<file path="src/rtl/spi_pkg.sv">
// Shared constants for the SPI master/slave pair: FSM encoding,
// byte width and the slave frame opcodes used by bench and firmware drivers.
package spi_pkg;

  localparam logic [2:0] IDLE  = 3'd0;
  localparam logic [2:0] SETUP = 3'd1;
  localparam logic [2:0] SHIFT = 3'd2;
  localparam logic [2:0] HOLD  = 3'd3;
  localparam logic [2:0] GAP   = 3'd4;

  localparam int SPI_BYTE_W = 8;

  localparam logic [7:0] OP_REG_WR  = 8'h02;
  localparam logic [7:0] OP_REG_RD  = 8'h03;
  localparam logic [7:0] OP_FIFO_RD = 8'h0B;

endpackage

</file>
<file path="src/rtl/spi_clk_tick.sv">
// SPI half-period timer: tick every CLK_DIV enabled cycles,
// restarted whenever the owning FSM changes state.
module spi_clk_tick #(
  parameter int CLK_DIV = 2
) (
  input  logic clk,
  input  logic rst_n,
  input  logic en,
  input  logic clr,
  output logic tick
);

  localparam int W = (CLK_DIV > 1) ? $clog2(CLK_DIV) : 1;

  logic [W-1:0] cnt_q, cnt_d;

  assign tick = en && (cnt_q == W'(CLK_DIV - 1));

  always_comb begin
    cnt_d = cnt_q + 1'b1;
    if (!en || clr || tick) cnt_d = '0;
  end

  always_ff @(posedge clk or negedge rst_n) begin
    if (!rst_n) cnt_q <= '0;
    else        cnt_q <= cnt_d;
  end

endmodule

</file>
<file path="src/rtl/spi_master_ctrl.sv">
// Byte-oriented SPI mode-0 master, one CS frame of xfer_len bytes per start.
// Define SPI_MASTER_LOOPBACK_EN to sample spi_mosi instead of spi_miso.
module spi_master_ctrl
  import spi_pkg::*;
#(
  parameter int CLK_DIV  = 2,
  parameter int LEN_W    = 8,
  parameter int CS_SETUP = 1,
  parameter int CS_GAP   = 2
) (
  input  logic             sys_clk,
  input  logic             rst_n,
  input  logic             start,
  input  logic [LEN_W-1:0] xfer_len,
  input  logic [7:0]       tx_data,
  output logic             tx_rd,
  output logic [7:0]       rx_data,
  output logic             rx_dval,
  output logic             busy,
  output logic             done,
  output logic             spi_ncs,
  output logic             spi_clk,
  output logic             spi_mosi,
  input  logic             spi_miso
);

  logic [2:0]       state_q, state_d;
  logic [LEN_W-1:0] rem_q, rem_d;
  logic [7:0]       tcnt_q, tcnt_d;
  logic [2:0]       bit_q, bit_d;
  logic             ph_q, ph_d;
  logic [7:0]       tx_sh_q, tx_sh_d;
  logic [7:0]       rx_sh_q, rx_sh_d;
  logic [7:0]       rx_data_q, rx_data_d;
  logic             rx_dval_q, rx_dval_d;
  logic             busy_q, busy_d;
  logic             done_q, done_d;
  logic             ncs_q, ncs_d;
  logic             sclk_q, sclk_d;
  logic             mosi_q, mosi_d;
  logic             tx_rd_c;
  logic             tick;
  logic             smp;

`ifdef SPI_MASTER_LOOPBACK_EN
  logic unused_miso;
  assign unused_miso = spi_miso;
  assign smp = mosi_q;
`else
  assign smp = spi_miso;
`endif

  spi_clk_tick #(.CLK_DIV(CLK_DIV)) u_tick (
    .clk   (sys_clk),
    .rst_n (rst_n),
    .en    (state_q != IDLE),
    .clr   (state_d != state_q),
    .tick  (tick)
  );

  always_comb begin
    state_d   = state_q;
    rem_d     = rem_q;
    tcnt_d    = tcnt_q;
    bit_d     = bit_q;
    ph_d      = ph_q;
    tx_sh_d   = tx_sh_q;
    rx_sh_d   = rx_sh_q;
    rx_data_d = rx_data_q;
    rx_dval_d = 1'b0;
    busy_d    = busy_q;
    done_d    = 1'b0;
    ncs_d     = ncs_q;
    sclk_d    = sclk_q;
    mosi_d    = mosi_q;
    tx_rd_c   = 1'b0;
    unique case (state_q)
      IDLE: begin
        if (start && (xfer_len != '0)) begin
          rem_d   = xfer_len;
          ncs_d   = 1'b0;
          tx_sh_d = tx_data;
          mosi_d  = tx_data[7];
          tx_rd_c = 1'b1;
          busy_d  = 1'b1;
          tcnt_d  = '0;
          state_d = SETUP;
        end
      end
      SETUP: begin
        if (tick) begin
          if (tcnt_q == 8'(CS_SETUP - 1)) begin
            tcnt_d  = '0;
            bit_d   = '0;
            ph_d    = 1'b0;
            sclk_d  = 1'b0;
            state_d = SHIFT;
          end else begin
            tcnt_d = tcnt_q + 8'd1;
          end
        end
      end
      SHIFT: begin
        if (tick && !ph_q) begin
          sclk_d  = 1'b1;
          ph_d    = 1'b1;
          rx_sh_d = {rx_sh_q[6:0], smp};
        end else if (tick) begin
          sclk_d = 1'b0;
          ph_d   = 1'b0;
          bit_d  = bit_q + 3'd1;
          if (bit_q != 3'd7) begin
            tx_sh_d = {tx_sh_q[6:0], 1'b0};
            mosi_d  = tx_sh_q[6];
          end else begin
            // Byte boundary: hand off rx byte and reload with no idle clock
            rx_data_d = rx_sh_q;
            rx_dval_d = 1'b1;
            rem_d     = rem_q - LEN_W'(1);
            if (rem_q != LEN_W'(1)) begin
              tx_sh_d = tx_data;
              mosi_d  = tx_data[7];
              tx_rd_c = 1'b1;
            end else begin
              state_d = HOLD;
            end
          end
        end
      end
      HOLD: begin
        if (tick) begin
          ncs_d   = 1'b1;
          tcnt_d  = '0;
          state_d = GAP;
        end
      end
      GAP: begin
        if (tick) begin
          if (tcnt_q == 8'(CS_GAP - 1)) begin
            done_d  = 1'b1;
            busy_d  = 1'b0;
            state_d = IDLE;
          end else begin
            tcnt_d = tcnt_q + 8'd1;
          end
        end
      end
      default: state_d = IDLE;
    endcase
  end

  always_ff @(posedge sys_clk or negedge rst_n) begin
    if (!rst_n) begin
      state_q   <= IDLE;
      rem_q     <= '0;
      tcnt_q    <= '0;
      bit_q     <= '0;
      ph_q      <= 1'b0;
      tx_sh_q   <= '0;
      rx_sh_q   <= '0;
      rx_data_q <= '0;
      rx_dval_q <= 1'b0;
      busy_q    <= 1'b0;
      done_q    <= 1'b0;
      ncs_q     <= 1'b1;
      sclk_q    <= 1'b0;
      mosi_q    <= 1'b0;
    end else begin
      state_q   <= state_d;
      rem_q     <= rem_d;
      tcnt_q    <= tcnt_d;
      bit_q     <= bit_d;
      ph_q      <= ph_d;
      tx_sh_q   <= tx_sh_d;
      rx_sh_q   <= rx_sh_d;
      rx_data_q <= rx_data_d;
      rx_dval_q <= rx_dval_d;
      busy_q    <= busy_d;
      done_q    <= done_d;
      ncs_q     <= ncs_d;
      sclk_q    <= sclk_d;
      mosi_q    <= mosi_d;
    end
  end

  assign tx_rd    = tx_rd_c & rst_n;
  assign rx_data  = rx_data_q;
  assign rx_dval  = rx_dval_q;
  assign busy     = busy_q;
  assign done     = done_q;
  assign spi_ncs  = ncs_q;
  assign spi_clk  = sclk_q;
  assign spi_mosi = mosi_q;

endmodule

</file>
<file path="config.mk">
export PLATFORM = sky130hd
export DESIGN_NAME = spi_master_ctrl
export DESIGN_NICKNAME = d
export VERILOG_FILES = /design/src/rtl/spi_pkg.sv /design/src/rtl/spi_clk_tick.sv /design/src/rtl/spi_master_ctrl.sv
export SDC_FILE = /design/constraint.sdc
export NUM_CORES = 1
export LEC_CHECK = 0
export CORE_MARGIN = 2
export CORE_UTILIZATION = 50
export CTS_BUF_LIST = sky130_fd_sc_hd__clkbuf_2
export DETAILED_ROUTE_END_ITERATION = 6
export GPL_ROUTABILITY_DRIVEN = 0
export PLACE_DENSITY = 0.79
export SLEW_MARGIN = 20
export SYNTH_ARGS = -nofsm -noshare
export SYNTH_HDL_FRONTEND = slang
export SYNTH_HIERARCHICAL = 1
export SYNTH_SLANG_ARGS = --single-unit
</file>
<file path="constraint.sdc">
create_clock -name sys_clk -period 2.45 [get_ports sys_clk]
set_input_delay 0.49 -clock sys_clk [delete_from_list [all_inputs] [get_ports sys_clk]]
set_output_delay 0.49 -clock sys_clk [all_outputs]
set_load 0.005 [all_outputs]
</file>
==> results of run 1 <==
-- metrics by stage --
step	std cells	utilization	total power (W)	setup WS, ns	hold slack [ns]
2_1_floorplan	253	-	0.00231	0.173	0.194
3_3_place_gp	373	0.624	0.00270	-0.439	0.422
3_5_place_dp	373	0.624	0.00276	-0.423	0.438
4_1_cts	385	0.641	0.00325	-0.00741	0.175
5_1_grt	386	0.643	0.00345	-0.128	0.196
6_report	386	0.643	0.00325	-0.0443	0.168
-- cell families (layout without fill, tap and decap cells) --
kind of cell,count (synthesis),after routing,share of synthesized area
buffers and inverters,25,86,0.0443
adders and majority gates,7,7,0.0298
and+or+nand+nor,72,72,0.167
AOI/OAI and AO/OA,62,62,0.182
xor gates and xnor gates,1,1,0.00299
DFF,52,52,0.444
muxes,34,34,0.130
-- cell type report --
class	instances	area share
clock inverter	3	0.0119
tap	72	0.0251
sequential	52	0.363
inverter	12	0.0126
multi-input combinational	176	0.423
clock buffer	5	0.00698
timing repair buffer	66	0.157
-- registers in the layout, indices dropped and copies added, names as in the netlist, 3 cells and up --
name	flops
tx_sh_q	7
rem_q	8
tcnt_q	8
bit_q	3
state_q	3
rx_sh_q	8
rx_data	8
-- power by group through the flow --
stage / clock, W / sequential, W / combinational, W
after floorplan: 0 / 0.00122 / 0.00109
after global placement: 0 / 0.00127 / 0.00144
after detailed placement: 0 / 0.00128 / 0.00148
after CTS: 0.000466 / 0.00126 / 0.00152
after global routing: 0.000493 / 0.00129 / 0.00167
final: 0.000453 / 0.00126 / 0.00153
-- layer usage --
metal | global-route usage | vias to the layer above
li1 | - | 1093
met1 | 0.278 | 1109
met2 | 0.320 | 45
met3 | 0.0303 | 6
met4 | 0.0729 | 0
met5 | 0 | -
-- worst max-delay path by stage --
stage,endpoint,slack [ns],cells after the start
floorplan,tcnt_q[6],0.17,10
global placement,tx_rd,-0.44,5
detailed placement,tx_rd,-0.42,5
CTS,tx_rd,-0.007,5
global route,tx_rd,-0.13,5
finish,tx_rd,-0.04,5
-- repair_timing --
item,in CTS,in global routing
cloned,0,0
setup endpoints to repair,1,1
resized for setup,12,1
pin swaps,6,3
setup buffers,4,1
-- cells in the mapped netlist, drive strengths merged, types with 2 or more instances --
cell type / number / share of area
o31ai: 2 / 0.0051
o32ai: 7 / 0.023
inv: 12 / 0.015
nand2: 9 / 0.012
or4: 3 / 0.010
clkbuf: 2 / 0.0026
a311o: 2 / 0.0068
a31oi: 7 / 0.017
o21ai: 4 / 0.0068
or3: 2 / 0.0060
nor2: 13 / 0.017
ha: 7 / 0.030
a22o: 6 / 0.018
a211o: 3 / 0.0090
dfrtp: 51 / 0.43
and4: 2 / 0.0060
a21oi: 6 / 0.010
o2bb2ai: 6 / 0.018
mux2: 33 / 0.13
nor3b: 5 / 0.016
o211ai: 3 / 0.0077
nand3: 7 / 0.014
or3b: 2 / 0.0068
nand2b: 3 / 0.0064
nor2b: 6 / 0.013
buf: 11 / 0.026
nor4b: 3 / 0.019
nor4: 3 / 0.012
o211a: 3 / 0.010
nor3: 9 / 0.017
-- worst max-delay path, cell delays in order (launching register included) --
cell and delay, ns:
dfrtp_1 0.44, or3_4 0.42, nor4b_4 0.35, nor3_2 0.08, o21a_1 0.17, buf_2 0.12
==> impl_metrics.yaml, run 1 <==
status:
  status: "complete, but fails checks"
  failed_checks: "negative setup slack"
global_routing:
  grt_start_max_net_pins: 53
  grt_pass1_vias: 2210
  grt_pass1_wl_um: 10200
  grt_overflow: 0
  grtUsageTotal: 0.201
  antenna_found_initial: 0
power:
  power.leakage_nw: 1.56
  p_comb_frac: 0.472
  power_switching_w: 0.00121
  powerDensity_nw_per_um2: 906
  power.internal_w: 0.00203
  clkPwrFrac: 0.140
  switching_share: 0.374
  seq_power_share: 0.388
  ir_drop_mv: 0.579
timing:
  finClkSkew_ns: 0.00647
  hold_viol: 0
  worst_pin_slew_ns: 0.664
  fmax_ghz: 0.401
  slew-limit-headroom: 0.553
  rsz0062_at_grt: "yes"
  setup_violations: 1
  tns_ns: -0.0443
  worst_slack_ns: -0.0443
  drv_slew: 0
  fin_crit_ns: 2.49
  fin_crit_sh: 1.02
routing:
  m1WireLength_um: 2930
  wl_met3_um: 208
  top_layer: "met4"
  wl_um: 6190
  wl_met2_um: 2990
  dr.pass1.iters: 4
  routedWlPerCell_um: 16.0
  drt_drc_violations_left: 0
  via_count: 2253
  post_drt_via_cell_ratio: 5.84
  drt_first_iter_violations: 156
  ant_nets: 0
clock_tree:
  root_buffer: "clkbuf_2"
  htreeDepth: 2
  cts_sinks: 52
  cts_tree: "built"
  cts_buffers: 5
  cts_hold_buf: 0
  clk_latency_ns: 0.44
  clkTransAtPathRegs_ns: 0.26
  clockBufferDepth: 2
logic_synthesis:
  syn_inst: 253
  synth_nets: 280
  synth_seq_cells: 52
  ys_async_sr_fraction: 1.00
  ys.flop_type: "dfrtp_1"
  ys_warn_count: 6
  synthesis.area_um2: 2930
  synth_cell_types: 65
  synth_edf_count: 0
  ys_seq_area_frac: 0.444
  syn_area_per_cell_um2: 11.6
placed_design:
  dp_hpwl_um: 4250
  placed_area_um2: 3480
  numPortBuffers: 34
final_layout:
  num_antenna_cells: 0
  final_cell_mix: "dfrtp_1 (51), buf_4 (32), mux2_2 (29)"
  nFillCells: 453
  fin_area_um2: 3580
  mostFrequentLayoutCell: "dfrtp_1"
  drive_gt1_frac: 0.293
  syn2layout_area_growth_pct: 22.1
  seqCellArea_um2: 1300
  multi_input_area_um2: 1520
  fin_nets: 340
job:
  max_cap_viol_count: 0
floorplanning:
  fp.dieH_um: 80.6
  die-area_um2: 6500
  die_w_um: 80.6
  initial_core_util: 0.526
  io_pins: 35
  core.rowCount: 27
  coreArea_um2: 5570
worst_setup_path:
  r2r_slack_ns: 0.13
  required_ns: 1.96
  cp-end-kind: "primary output"
  critPathKind: "reg2out"
  worst-endpoint-arrival_ns: 2.00
  crit_start: "rem_q[2]"
  regToRegStartpoint: "rem_q[2]"
  reg2reg_to: "tx_sh_q[1]"
  startpoint_type: "flip-flop"
  reg2regPathDepth: 8
  cp_max_fo: 2
worst_hold_path:
  hold_class: "in2async"
(Power assumes the default switching activity.)
==> run 2: changes to the inputs <==
Clock period 2.45 ns to 2.22 ns, I/O delays scaled along.
==> run 2 against run 1 <==
Net effect:
- the flow still finishes with violations (negative setup slack)
- hold slack lost 0.066 ns
- total power grew 13%
- combinational power grew 23%
- clock skew grew 0.0088 ns
- count of clock-buffer cells in the layout is the same
- routed wire length grew 0.53%
- worst setup slack lost 0.18 ns
- largest power group unchanged
- highest routed layer unchanged
==> impl_metrics.yaml, run 2 (synthesis results as in run 1) <==
worst_setup_path:
  reg2reg_to: "tx_sh_q[5]"
  worstPathCellList: "clkdlybuf4s50_1 -> or4_4 -> o211a_1 -> o21a_1 -> buf_2"
  r2r_slack_ns: 0.09
  cp_max_fo: 2
  reg2regPathDepth: 7
  startpoint_type: "input port"
  path_buf_inv: 2
  critPathSlowestCell: "or4_4"
  cp-end-kind: "primary output"
  worst-endpoint-arrival_ns: 2.00
  required_ns: 1.78
  critPathKind: "in2out"
  regToRegStartpoint: "bit_q[0]"
  path_delay_family: "simple AND/OR/NAND/NOR gates"
  critPathMaxStageDelay_ns: 0.56
power:
  power.leakage_nw: 1.60
  ir_drop_mv: 0.643
  switching_share: 0.385
  seq_power_share: 0.369
  clkPwrFrac: 0.116
  power_switching_w: 0.00141
  p_comb_frac: 0.515
  powerDensity_nw_per_um2: 993
  power.internal_w: 0.00225
routing:
  routedWlPerCell_um: 15.7
  post_drt_via_cell_ratio: 5.80
  via_count: 2291
  drt_drc_violations_left: 0
  drt_first_iter_violations: 92
  wl_um: 6220
  dr.pass1.iters: 4
  ant_nets: 0
clock_tree:
  cts_buffers: 5
  clk_latency_ns: 0.45
  htreeDepth: 2
  clkTransAtPathRegs_ns: 0.30
  root_buffer: "clkbuf_2"
  clockBufferDepth: 2
  cts_tree: "built"
  cts_sinks: 52
final_layout:
  fin_area_um2: 3680
  syn2layout_area_growth_pct: 25.4
  fin_nets: 349
  mostFrequentLayoutCell: "dfrtp_1"
  final_cells: 395
  num_antenna_cells: 0
  final_cell_mix: "dfrtp_1 (51), buf_4 (38), clkdlybuf4s50_1 (32)"
  nFillCells: 435
  drive_gt1_frac: 0.319
placed_design:
  placed_area_um2: 3560
  dp_hpwl_um: 4410
  place_inst: 383
  numPortBuffers: 34
global_routing:
  grt_pass1_vias: 2275
  grt_start_max_net_pins: 53
  grtUsageTotal: 0.208
  grt_pass1_wl_um: 10600
  antenna_found_initial: 0
  grt_overflow: 0
timing:
  fin_crit_sh: 1.10
  finClkSkew_ns: 0.0153
  hold_viol: 0
  fmax_ghz: 0.410
  drv_slew: 0
  rsz0062_at_grt: "yes"
  setup_violations: 1
  worst_pin_slew_ns: 0.644
  worst_slack_ns: -0.221
  slew-limit-headroom: 0.566
  fin_crit_ns: 2.44
status:
  status: "complete, but fails checks"
  failed_checks: "negative setup slack"
floorplanning:
  die-area_um2: 6500
  io_pins: 35
  fp.dieH_um: 80.6
  die_w_um: 80.6
  initial_core_util: 0.526
  coreArea_um2: 5570
  core.rowCount: 27
worst_hold_path:
  hold_class: "in2async"
job:
  max_cap_viol_count: 0
## run 2: how the worst max path moves through the flow
stage	startpoint	to	slack, ns	cells after the start
3_3_place_gp	xfer_len[4]	tx_rd	-0.58	5
2_1_floorplan	state_q[2]	rx_sh_q[0]	-0.003	9
3_5_place_dp	xfer_len[4]	tx_rd	-0.58	5
6_report	xfer_len[6]	tx_rd	-0.22	5
5_1_grt	rem_q[4]	tx_rd	-0.31	5
4_1_cts	rem_q[4]	tx_rd	-0.24	5
## run 2: per-stage QoR
stage	utilization	setup TNS, ns	hold slack, ns	total power (W)	setup slack, ns
floorplan	-	-0.0232	0.148	0.00255	-0.00303
global placement	0.640	-8.21	0.422	0.00310	-0.577
detailed placement	0.640	-8.83	0.427	0.00316	-0.576
CTS	0.655	-0.244	0.103	0.00363	-0.244
global route	0.660	-0.307	0.113	0.00392	-0.307
finish	0.660	-0.221	0.102	0.00365	-0.221
## run 2: final cells by class
class | count | area, um^2 | share of cell area
clock buffer | 5 | 25.0 | 0.00680
clock inverter | 3 | 27.5 | 0.00748
inverter | 12 | 45.0 | 0.0122
multi-input combinational | 176 | 1530 | 0.416
sequential | 52 | 1300 | 0.354
tap | 72 | 90.1 | 0.0245
timing repair buffer | 75 | 658 | 0.179
## run 2: metal layers
metal / routed length [um] / GRT usage / vias to the layer above / part of all wire
li1: - / - / 1107 / -
met1: 2950 / 0.285 / 1120 / 0.47
met2: 3010 / 0.338 / 60 / 0.48
met3: 227 / 0.0393 / 4 / 0.037
met4: 32 / 0.0542 / 0 / 0.0051
met5: 0 / 0 / - / 0
## run 2: timing repair
action	in CTS	in global routing
gates resized for setup	7	4
buffers inserted	3	1
pin swaps	5	1
endpoints found under the setup margin	4	23
hold buffers	0	0
## run 2: power groups by stage
stage	Sequential [W]	Clock (W)	Combinational, W
2_1_floorplan	0.00134	0	0.00121
3_3_place_gp	0.00136	0	0.00174
3_5_place_dp	0.00137	0	0.00179
4_1_cts	0.00134	0.000440	0.00184
5_1_grt	0.00138	0.000484	0.00206
6_report	0.00135	0.000424	0.00188
==> run 3: changes to the inputs <==
Settings changed: CAP_MARGIN set to 15.
==> results of run 3 <==
Same layout as run 2: the final DEF is identical, and so are final timing and power.
